**config.mk**
```make
export PLATFORM = sky130hd
export DESIGN_NAME = pwm_capture
export DESIGN_NICKNAME = d
export VERILOG_FILES = /design/src/rtl/pwm_capture.sv
export SDC_FILE = /design/constraint.sdc
export NUM_CORES = 1
export LEC_CHECK = 0
export BUFFER_PORTS_ARGS = -buffer_cell sky130_fd_sc_hd__buf_2
export CAP_MARGIN = 20
export CORE_MARGIN = 5
export CORE_UTILIZATION = 40
export DETAILED_ROUTE_END_ITERATION = 8
export GPL_TIMING_DRIVEN = 0
export SLEW_MARGIN = 20
export SYNTH_ARGS = -nofsm -noshare
export SYNTH_HDL_FRONTEND = slang
export SYNTH_SLANG_ARGS = --single-unit
```
**constraint.sdc**
```tcl
create_clock -name clk -period 5.5 [get_ports clk]
set_clock_uncertainty 0.1 [all_clocks]
set_input_delay 0.825 -clock clk [delete_from_list [all_inputs] [get_ports clk]]
set_output_delay 0.825 -clock clk [all_outputs]
set_load 0.005 [all_outputs]
```
**src/rtl/pwm_capture.sv**
```systemverilog
// pwm_capture: four-channel PWM input capture timing rise-to-fall (high) and rise-to-rise (period)
// against a shared power-of-two prescaled tick. Build macro PWM_CAPTURE_GLITCH_FILTER_EN adds a 3-sample filter.
module pwm_capture #(
    parameter int CNT_W = 16
) (
    input  logic               clk,
    input  logic               rst_n,
    input  logic [7:0]         in_pins,
    input  logic [3:0]         reg_cap_en,
    input  logic [7:0]         reg_cap_src_1_0,
    input  logic [7:0]         reg_cap_src_3_2,
    input  logic [3:0]         reg_cap_prescale,
    input  logic [3:0]         cap_ack,
    output logic [4*CNT_W-1:0] cap_high,
    output logic [4*CNT_W-1:0] cap_period,
    output logic [3:0]         cap_valid,
    output logic [3:0]         cap_overflow,
    output logic [3:0]         cap_level
);
    localparam logic [1:0] ST_DISABLED = 2'd0;
    localparam logic [1:0] ST_ARM      = 2'd1;
    localparam logic [1:0] ST_HIGH     = 2'd2;
    localparam logic [1:0] ST_LOW      = 2'd3;

    localparam logic [CNT_W-1:0] CNT_MAX = '1;

    logic [14:0] pre_cnt;
    logic [14:0] pre_mask;
    logic        tick;
    logic [15:0] src_all;
    logic        unused_src_bits;

    // Tick fires when the low n prescaler bits are all ones; n = 0 gives an all-zero mask.
    assign pre_mask = 15'((16'd1 << reg_cap_prescale) - 16'd1);
    assign tick     = &(pre_cnt | ~pre_mask);
    assign src_all  = {reg_cap_src_3_2, reg_cap_src_1_0};
    assign unused_src_bits = ^{reg_cap_src_1_0[7], reg_cap_src_1_0[3], reg_cap_src_3_2[7], reg_cap_src_3_2[3]};

    always_ff @(posedge clk or negedge rst_n) begin
        if (!rst_n) begin
            pre_cnt <= '0;
        end else begin
            pre_cnt <= pre_cnt + 15'd1;
        end
    end

    for (genvar c = 0; c < 4; c++) begin : g_ch
        logic [2:0]       src_sel;
        logic [2:0]       src_q;
        logic             sync1;
        logic             sync2;
        logic             level;
        logic             prev;
        logic             rise;
        logic             fall;
        logic             src_chg;
        logic [1:0]       state;
        logic [CNT_W-1:0] cnt;
        logic [CNT_W-1:0] count;
        logic [CNT_W-1:0] hold;
        logic [CNT_W-1:0] high_q;
        logic [CNT_W-1:0] period_q;
        logic             valid_q;
        logic             ovf_q;

        assign src_sel = src_all[c*4 +: 3];
        assign src_chg = (src_sel != src_q);
        assign count   = cnt + {{(CNT_W-1){1'b0}}, tick};
        assign rise    = level & ~prev;
        assign fall    = ~level & prev;

        always_ff @(posedge clk or negedge rst_n) begin
            if (!rst_n) begin
                sync1 <= 1'b0;
                sync2 <= 1'b0;
                prev  <= 1'b0;
                src_q <= '0;
            end else begin
                sync1 <= in_pins[src_sel];
                sync2 <= sync1;
                prev  <= level;
                src_q <= src_sel;
            end
        end

`ifdef PWM_CAPTURE_GLITCH_FILTER_EN
        logic d1;
        logic d2;
        logic filt_q;

        // Level only moves once three consecutive synchronised samples agree.
        assign level = ((sync2 == d1) && (d1 == d2)) ? sync2 : filt_q;

        always_ff @(posedge clk or negedge rst_n) begin
            if (!rst_n) begin
                d1     <= 1'b0;
                d2     <= 1'b0;
                filt_q <= 1'b0;
            end else begin
                d1     <= sync2;
                d2     <= d1;
                filt_q <= level;
            end
        end
`else
        assign level = sync2;
`endif

        // Later assignments override the ack clear, so a capture or overflow wins over cap_ack.
        always_ff @(posedge clk or negedge rst_n) begin
            if (!rst_n) begin
                state    <= ST_DISABLED;
                cnt      <= '0;
                hold     <= '0;
                high_q   <= '0;
                period_q <= '0;
                valid_q  <= 1'b0;
                ovf_q    <= 1'b0;
            end else if (!reg_cap_en[c]) begin
                state   <= ST_DISABLED;
                cnt     <= '0;
                valid_q <= 1'b0;
                ovf_q   <= 1'b0;
            end else begin
                if (cap_ack[c]) begin
                    valid_q <= 1'b0;
                    ovf_q   <= 1'b0;
                end
                if (state == ST_DISABLED || src_chg) begin
                    state <= ST_ARM;
                    cnt   <= '0;
                end else begin
                    case (state)
                        ST_ARM: begin
                            cnt <= '0;
                            if (rise) begin
                                state <= ST_HIGH;
                            end
                        end
                        ST_HIGH: begin
                            if (fall) begin
                                hold  <= count;
                                cnt   <= count;
                                state <= ST_LOW;
                            end else if (count == CNT_MAX) begin
                                ovf_q   <= 1'b1;
                                valid_q <= 1'b0;
                                cnt     <= '0;
                                state   <= ST_ARM;
                            end else begin
                                cnt <= count;
                            end
                        end
                        default: begin
                            if (rise) begin
                                high_q   <= hold;
                                period_q <= count;
                                valid_q  <= 1'b1;
                                cnt      <= '0;
                                state    <= ST_HIGH;
                            end else if (count == CNT_MAX) begin
                                ovf_q   <= 1'b1;
                                valid_q <= 1'b0;
                                cnt     <= '0;
                                state   <= ST_ARM;
                            end else begin
                                cnt <= count;
                            end
                        end
                    endcase
                end
            end
        end

        assign cap_high[c*CNT_W +: CNT_W]   = high_q;
        assign cap_period[c*CNT_W +: CNT_W] = period_q;
        assign cap_valid[c]                 = valid_q;
        assign cap_overflow[c]              = ovf_q;
        assign cap_level[c]                 = level;
    end

endmodule

```
Yosys cells after proc, flatten, opt, wreduce, memory -nomap -nowiden
Cells that the tools add are included.
{"block": "op_classes", "add_sub_neg": 6, "order_cmp": 4, "n_eq_ne": 20, "n_shift": 1, "n_mux": 116, "n_bitwise": 26, "reduce_logical": 21}
{"op": "$mux 16", "count": 20}
{"op": "$pmux 16 s2", "count": 4}
{"op": "$add 16x1->16", "count": 4}
{"op": "$eq 16x16->1 const B", "count": 4}
{"op": "$mux 1", "count": 52}
{"op": "$mux 2", "count": 24}
{"op": "$reduce_and 4->1", "count": 8}
{"op": "$lt 3x4->1 const B", "count": 4}
{"op": "$ne 4x4->1 const B", "count": 4}
{"op": "$not 1->1", "count": 16}
{"op": "$pmux 1 s2", "count": 8}
{"op": "$pmux 2 s2", "count": 4}
{"op": "$add 15x1->15 const B", "count": 1}
{"op": "$not 15->15", "count": 1}
{"op": "$or 15x15->15", "count": 1}
{"op": "$reduce_and 15->1", "count": 1}
{"op": "$shl 1x4->15 const A", "count": 1}
{"op": "$sub 15x1->15 const B", "count": 1}
{"op": "$bmux 1 s3", "count": 4}
{"op": "$ne 3x3->1", "count": 4}
{"op": "$and 1x1->1", "count": 8}
{"op": "$eq 2x1->1 const B", "count": 4}
{"op": "$eq 2x2->1 const B", "count": 4}
{"op": "$logic_not 2->1", "count": 4}
{"op": "other kinds (2)", "count": 8}
{"block": "totals", "reg_bits": 311, "input_bits": 38, "out_inout_bits": 140, "word_cells": 239}

Longest topological paths before layout
{"block": "depth", "word_depth": 12, "depth_mapped": 21, "ltp_nobuf": 18}

Least setup slack after synthesis
OpenSTA, ideal clock, no wires.
{"block": "synth_timing", "path_kind": "input-to-reg", "from": "input reg_cap_prescale[1]", "to": "register g_ch[1].cnt[12]", "setup_time_ps": 134, "t_arrival_ps": 4881, "slack_ps": 385, "cell_stages": 20, "path_buffers": 3, "path_cell_list": "clkbuf_1 -> nor3_1 -> nand2b_1 -> ha_1 -> nand2_1 -> o21ai_0 -> a22o_1 -> a21oi_1 -> nor2_1 -> nor4_1 -> ha_1 -> ha_1 -> clkbuf_1 -> xnor2_1 -> or4_1 -> nor4_1 -> o2111ai_1 -> a22oi_4 -> buf_6 -> nor3_1"}
{"block": "synth_between", "elab_chain_len": 12}
{"item": "start, declared", "line": "12", "source": "input logic [3:0] reg_cap_prescale,"}
{"item": "$shl 1x4->15 *", "line": "34", "source": "assign pre_mask = 15'((16'd1 << reg_cap_prescale) - 16'd1);"}
{"item": "$sub 15x1->15 *", "line": "34"}
{"item": "$not 15->15 *", "line": "35", "source": "assign tick = &(pre_cnt | ~pre_mask);"}
{"item": "$or 15x15->15 *", "line": "35"}
{"item": "$reduce_and 15->1 *", "line": "35"}
{"item": "$add 16x1->16 *", "line": "68", "source": "assign count = cnt + {{(CNT_W-1){1'b0}}, tick};"}
{"item": "$eq 16x16->1", "line": "145, 161"}
{"item": "$mux 16", "line": "145, 161"}
{"item": "$mux 16, on equally long branches", "line": "155, 141"}
{"item": "$pmux 16 s2 *", "line": "133", "source": "case (state)"}
{"item": "$mux 16 *", "line": "129", "source": "if (state == ST_DISABLED || src_chg) begin"}
{"item": "$mux 16 *", "line": "119", "source": "end else if (!reg_cap_en[c]) begin"}
{"item": "end signal, assigned", "line": "143", "source": "cnt <= count;"}
{"item": "end signal, assigned", "line": "151", "source": "cnt <= count;"}
{"item": "end signal, assigned", "line": "167", "source": "cnt <= count;"}
{"item": "end, declared", "line": "58", "source": "logic [CNT_W-1:0] cnt;"}
Mark *: on every way between the ends. The rest lies on a longest branch, timed or not.
A chain may end at the register's enable or synchronous reset.

Final worst setup path
{"block": "layout_timing", "from": "input reg_cap_prescale[2]", "to": "register g_ch[0].cnt[10]"}
{"block": "layout_between", "elab_chain_len": 12}
{"item": "$shl 1x4->15 *", "line": "34"}
{"item": "$sub 15x1->15 *", "line": "34"}
{"item": "$not 15->15 *", "line": "35"}
{"item": "$or 15x15->15 *", "line": "35"}
{"item": "$reduce_and 15->1 *", "line": "35"}
{"item": "$add 16x1->16 *", "line": "68"}
{"item": "$eq 16x16->1", "line": "145, 161"}
{"item": "$mux 16", "line": "145, 161"}
{"item": "$mux 16, on equally long branches", "line": "155, 141"}
{"item": "$pmux 16 s2 *", "line": "133"}
{"item": "$mux 16 *", "line": "129"}
{"item": "$mux 16 *", "line": "119"}
{"item": "end signal, assigned", "line": "143"}
{"item": "end signal, assigned", "line": "151"}
{"item": "end signal, assigned", "line": "167"}
{"item": "end, declared", "line": "58"}
Marked as above.

==> results.json <==
{
  "io_pins": 178,
  "rsz0062_at_grt": "no",
  "setup_viol": 0,
  "fillCellCount": 3194,
  "synthArstFlopShare_pct": 100,
  "clock_path_buffers": 3,
  "portBuffers": 170,
  "status": "finished clean",
  "period_share_pct": 92.1,
  "critPathCaptureType": "flip-flop",
  "post-route-util_pct": 48.3,
  "routedWlPerCell_um": 16.5,
  "seqPwrFrac_pct": 46.8,
  "vias_per_cell": 5.18,
  "p_comb_share_pct": 4.5,
  "drive_gt1_share_pct": 22.3,
  "maxSlewViolCount": 0,
  "drc_errors": 0,
  "slew_headroom_pct": 41.0,
  "cap_violations": 0,
  "synth_ff_type": "dfrtp_1",
  "vias": 10314,
  "synth_cell_types": 71,
  "r2r_slack_ns": 1.10,
  "dieArea_um2": 38400,
  "seq_area_frac_synth_pct": 56.3,
  "gp_congestion": 0.853,
  "grt_usage_pct": 17.0,
  "n_antenna_cell": 0,
  "finalCriticalPeriod_ns": 5.07,
  "p_sw_w": 0.00109,
  "nets": 1574,
  "first_global_vias": 10279,
  "ys_warn_count": 0,
  "htree_levels": 2,
  "cts_tree": "built",
  "ir_worst_vdd_mv": 0.247,
  "instances_no_fill": 1991,
  "power.clock.fraction_pct": 48.7,
  "drt_first_pass_iters": 5,
  "hold_viol_final": 0,
  "ctsRootBufferMaster": "clkbuf_16",
  "drt-initial-drc-count": 534,
  "syn_area_um2": 13800,
  "grt_pass1_wl_um": 54300,
  "areaGrowthSynthToFinish_pct": 20.1,
  "p_sw_share_pct": 22.0,
  "clk_pin_slew_ns": 0.06,
  "mostFrequentLayoutCells": "dfrtp_1 (311), nand2_1 (181), buf_2 (178)",
  "hold_buffers": 0,
  "dp.cells": 1931,
  "postSynthCellCount": 1302,
  "startpoint_type": "primary input",
  "dp_hpwl_um": 23500,
  "wirelength_um": 32900,
  "die_h_um": 196,
  "worstSetupEndpoint": "g_ch[0].cnt[10]$_DFF_PN0_",
  "multi_input_area_um2": 5670,
  "tightest_slew_ns": 0.878,
  "final_common_cell": "dfrtp_1",
  "fmax_mhz": 197,
  "clock_sinks": 311,
  "seq_area_um2": 7780,
  "synth_nets": 1362,
  "rows": 68,
  "r2r-start": "pre_cnt[4]$_DFF_PN0_",
  "dieWidth_um": 196,
  "antenna_left": 0,
  "critPathKind": "primary input to flip-flop",
  "critPathMaxFanout": 10,
  "grt_max_degree": 98,
  "synth_area_per_cell_um2": 10.6,
  "gr-total-overflow": 0,
  "cts_made_buffers": 36,
  "power_leakage_nw": 7.66,
  "antenna_found_initial": 0,
  "finalHoldWorstSlack_ns": 0.142,
  "hold_class": "primary input to async pin",
  "crit_start": "reg_cap_prescale[2]",
  "p_int_w": 0.00387,
  "p_per_area_nw_per_um2": 299,
  "crit_arrival_ns": 5.33,
  "synth_seq_cells": 311,
  "worstPathRequired_ns": 5.76,
  "synth_edf_count": 0,
  "core_area_um2": 34400,
  "r2r_end": "g_ch[0].cnt[10]$_DFF_PN0_",
  "start_util_pct": 40.2,
  "clock_latency_ns": 0.51,
  "r2r_cells": 17
}
==> registers in the layout (all words and copies together) (netlist names) <==
name,flops
g_ch.level,4
g_ch.src_q,12
g_ch.period_q,64
g_ch.prev,4
g_ch.valid_q,4
g_ch.sync1,4
g_ch.high_q,64
g_ch.cnt,64
g_ch.hold,64
g_ch.state,8
pre_cnt,15
g_ch.ovf_q,4
==> metal layers <==
metal | GRT usage (%) | vias up | share of wire [%]
met5 | 0 | - | 0
met1 | 24.3 | 5058 | 48
met3 | 3.25 | 49 | 4.7
met4 | 4.40 | 0 | 2.2
li1 | - | 4963 | -
met2 | 26.8 | 244 | 45
==> power by group through the flow <==
| stage | combinational (W) | clock [W] | sequential (W) |
|---|---|---|---|
| floorplan | 0.000115 | 0 | 0.00236 |
| global placement | 0.000215 | 0 | 0.00236 |
| detailed placement | 0.000225 | 0 | 0.00236 |
| CTS | 0.000227 | 0.00249 | 0.00232 |
| global route | 0.000253 | 0.00259 | 0.00232 |
| finish | 0.000224 | 0.00242 | 0.00232 |
==> worst min path at each step <==
stage / from / endpoint / slack (ns) / cells after the start
6_report: rst_n / g_ch[1].period_q[13]$_DFFE_PN0P_ / 0.14 / 1
3_3_place_gp: g_ch[0].sync1$_DFF_PN0_ / g_ch[0].level$_DFF_PN0_ / 0.23 / 0
2_1_floorplan: g_ch[0].sync1$_DFF_PN0_ / g_ch[0].level$_DFF_PN0_ / 0.23 / 0
3_5_place_dp: g_ch[1].sync1$_DFF_PN0_ / g_ch[1].level$_DFF_PN0_ / 0.23 / 0
4_1_cts: rst_n / g_ch[1].period_q[13]$_DFFE_PN0P_ / 0.15 / 1
5_1_grt: rst_n / g_ch[1].period_q[13]$_DFFE_PN0P_ / 0.17 / 1
==> through the flow <==
stage / setup slack, ns / instance area (um2) / setup TNS (ns) / power (W)
CTS: 0.240 / 16600 / 0 / 0.00504
global route: 0.0316 / 16600 / 0 / 0.00516
floorplan: 0.385 / 13800 / 0 / 0.00248
finish: 0.435 / 16600 / 0 / 0.00496
global placement: -2.45 / 15200 / -923.65 / 0.00258
detailed placement: -0.822 / 15400 / -40.66 / 0.00259
==> kinds of logic (layout without fill, tap and decap cells) <==
group | Yosys count | after routing | share of synthesized area [%]
compound gates | 245 | 245 | 10.3
mux | 83 | 83 | 7.39
simple gates | 468 | 468 | 16.2
buf+inv | 97 | 331 | 3.09
fa+ha+maj | 22 | 22 | 1.99
flops | 311 | 311 | 56.3
xor+xnor | 76 | 76 | 4.81
==> cell type report <==
class / count / area share (%)
clock buffers: 49 / 6.33
multi-input cells: 894 / 34.1
well taps: 455 / 3.43
plain buffers: 63 / 1.81
inverters: 33 / 0.746
repair buffers: 175 / 5.77
clock inverters: 11 / 0.919
flip-flops and latches: 311 / 46.9
==> cell usage after synthesis, types with 6 or more instances <==
cell type,number,area [um2]
a21oi_1,32,160
a31oi_1,6,37.5
and2_1,12,75.1
and3_1,9,56.3
and4_1,6,52.6
buf_2,9,45.0
buf_4,12,90.1
clkbuf_1,42,158
dfrtp_1,311,7780
ha_1,22,275
inv_1,33,124
mux2_1,12,135
mux2_2,61,687
mux4_2,8,180
nand2_1,181,679
nand2b_1,12,75.1
nand3_1,41,205
nand4_1,20,125
nor2_1,92,345
nor2b_1,9,56.3
nor3_1,29,145
nor4_1,17,106
o21ai_0,146,731
o21ai_1,6,30.0
or3_1,8,50.1
xnor2_1,43,377
xor2_1,33,289
==> worst max-delay path, stage by stage <==
cell,delay (ns)
clkbuf_1,0.18
nor3_1,0.28
nand2b_1,0.09
ha_1,0.28
nand2_1,0.13
o21ai_0,0.09
a22o_1,0.19
a21oi_1,0.15
nor2_1,0.08
nor4_4,0.27
buf_4,0.20
ha_1,0.27
ha_2,0.30
nand4_1,0.26
nor4_1,0.36
xnor2_1,0.22
nor4b_2,0.37
a32oi_1,0.20
nor2_4,0.23
buf_2,0.28
nor2_1,0.06
==> what timing repair did <==
item / in CTS / in global routing
buffers inserted: 1 / 0
endpoints found under the hold margin: 0 / 0
endpoints found under the setup margin: 43 / 40
resized for setup: 1 / 6
pin swaps: 1 / 0
Note: power is estimated with default switching activity, not from simulation.
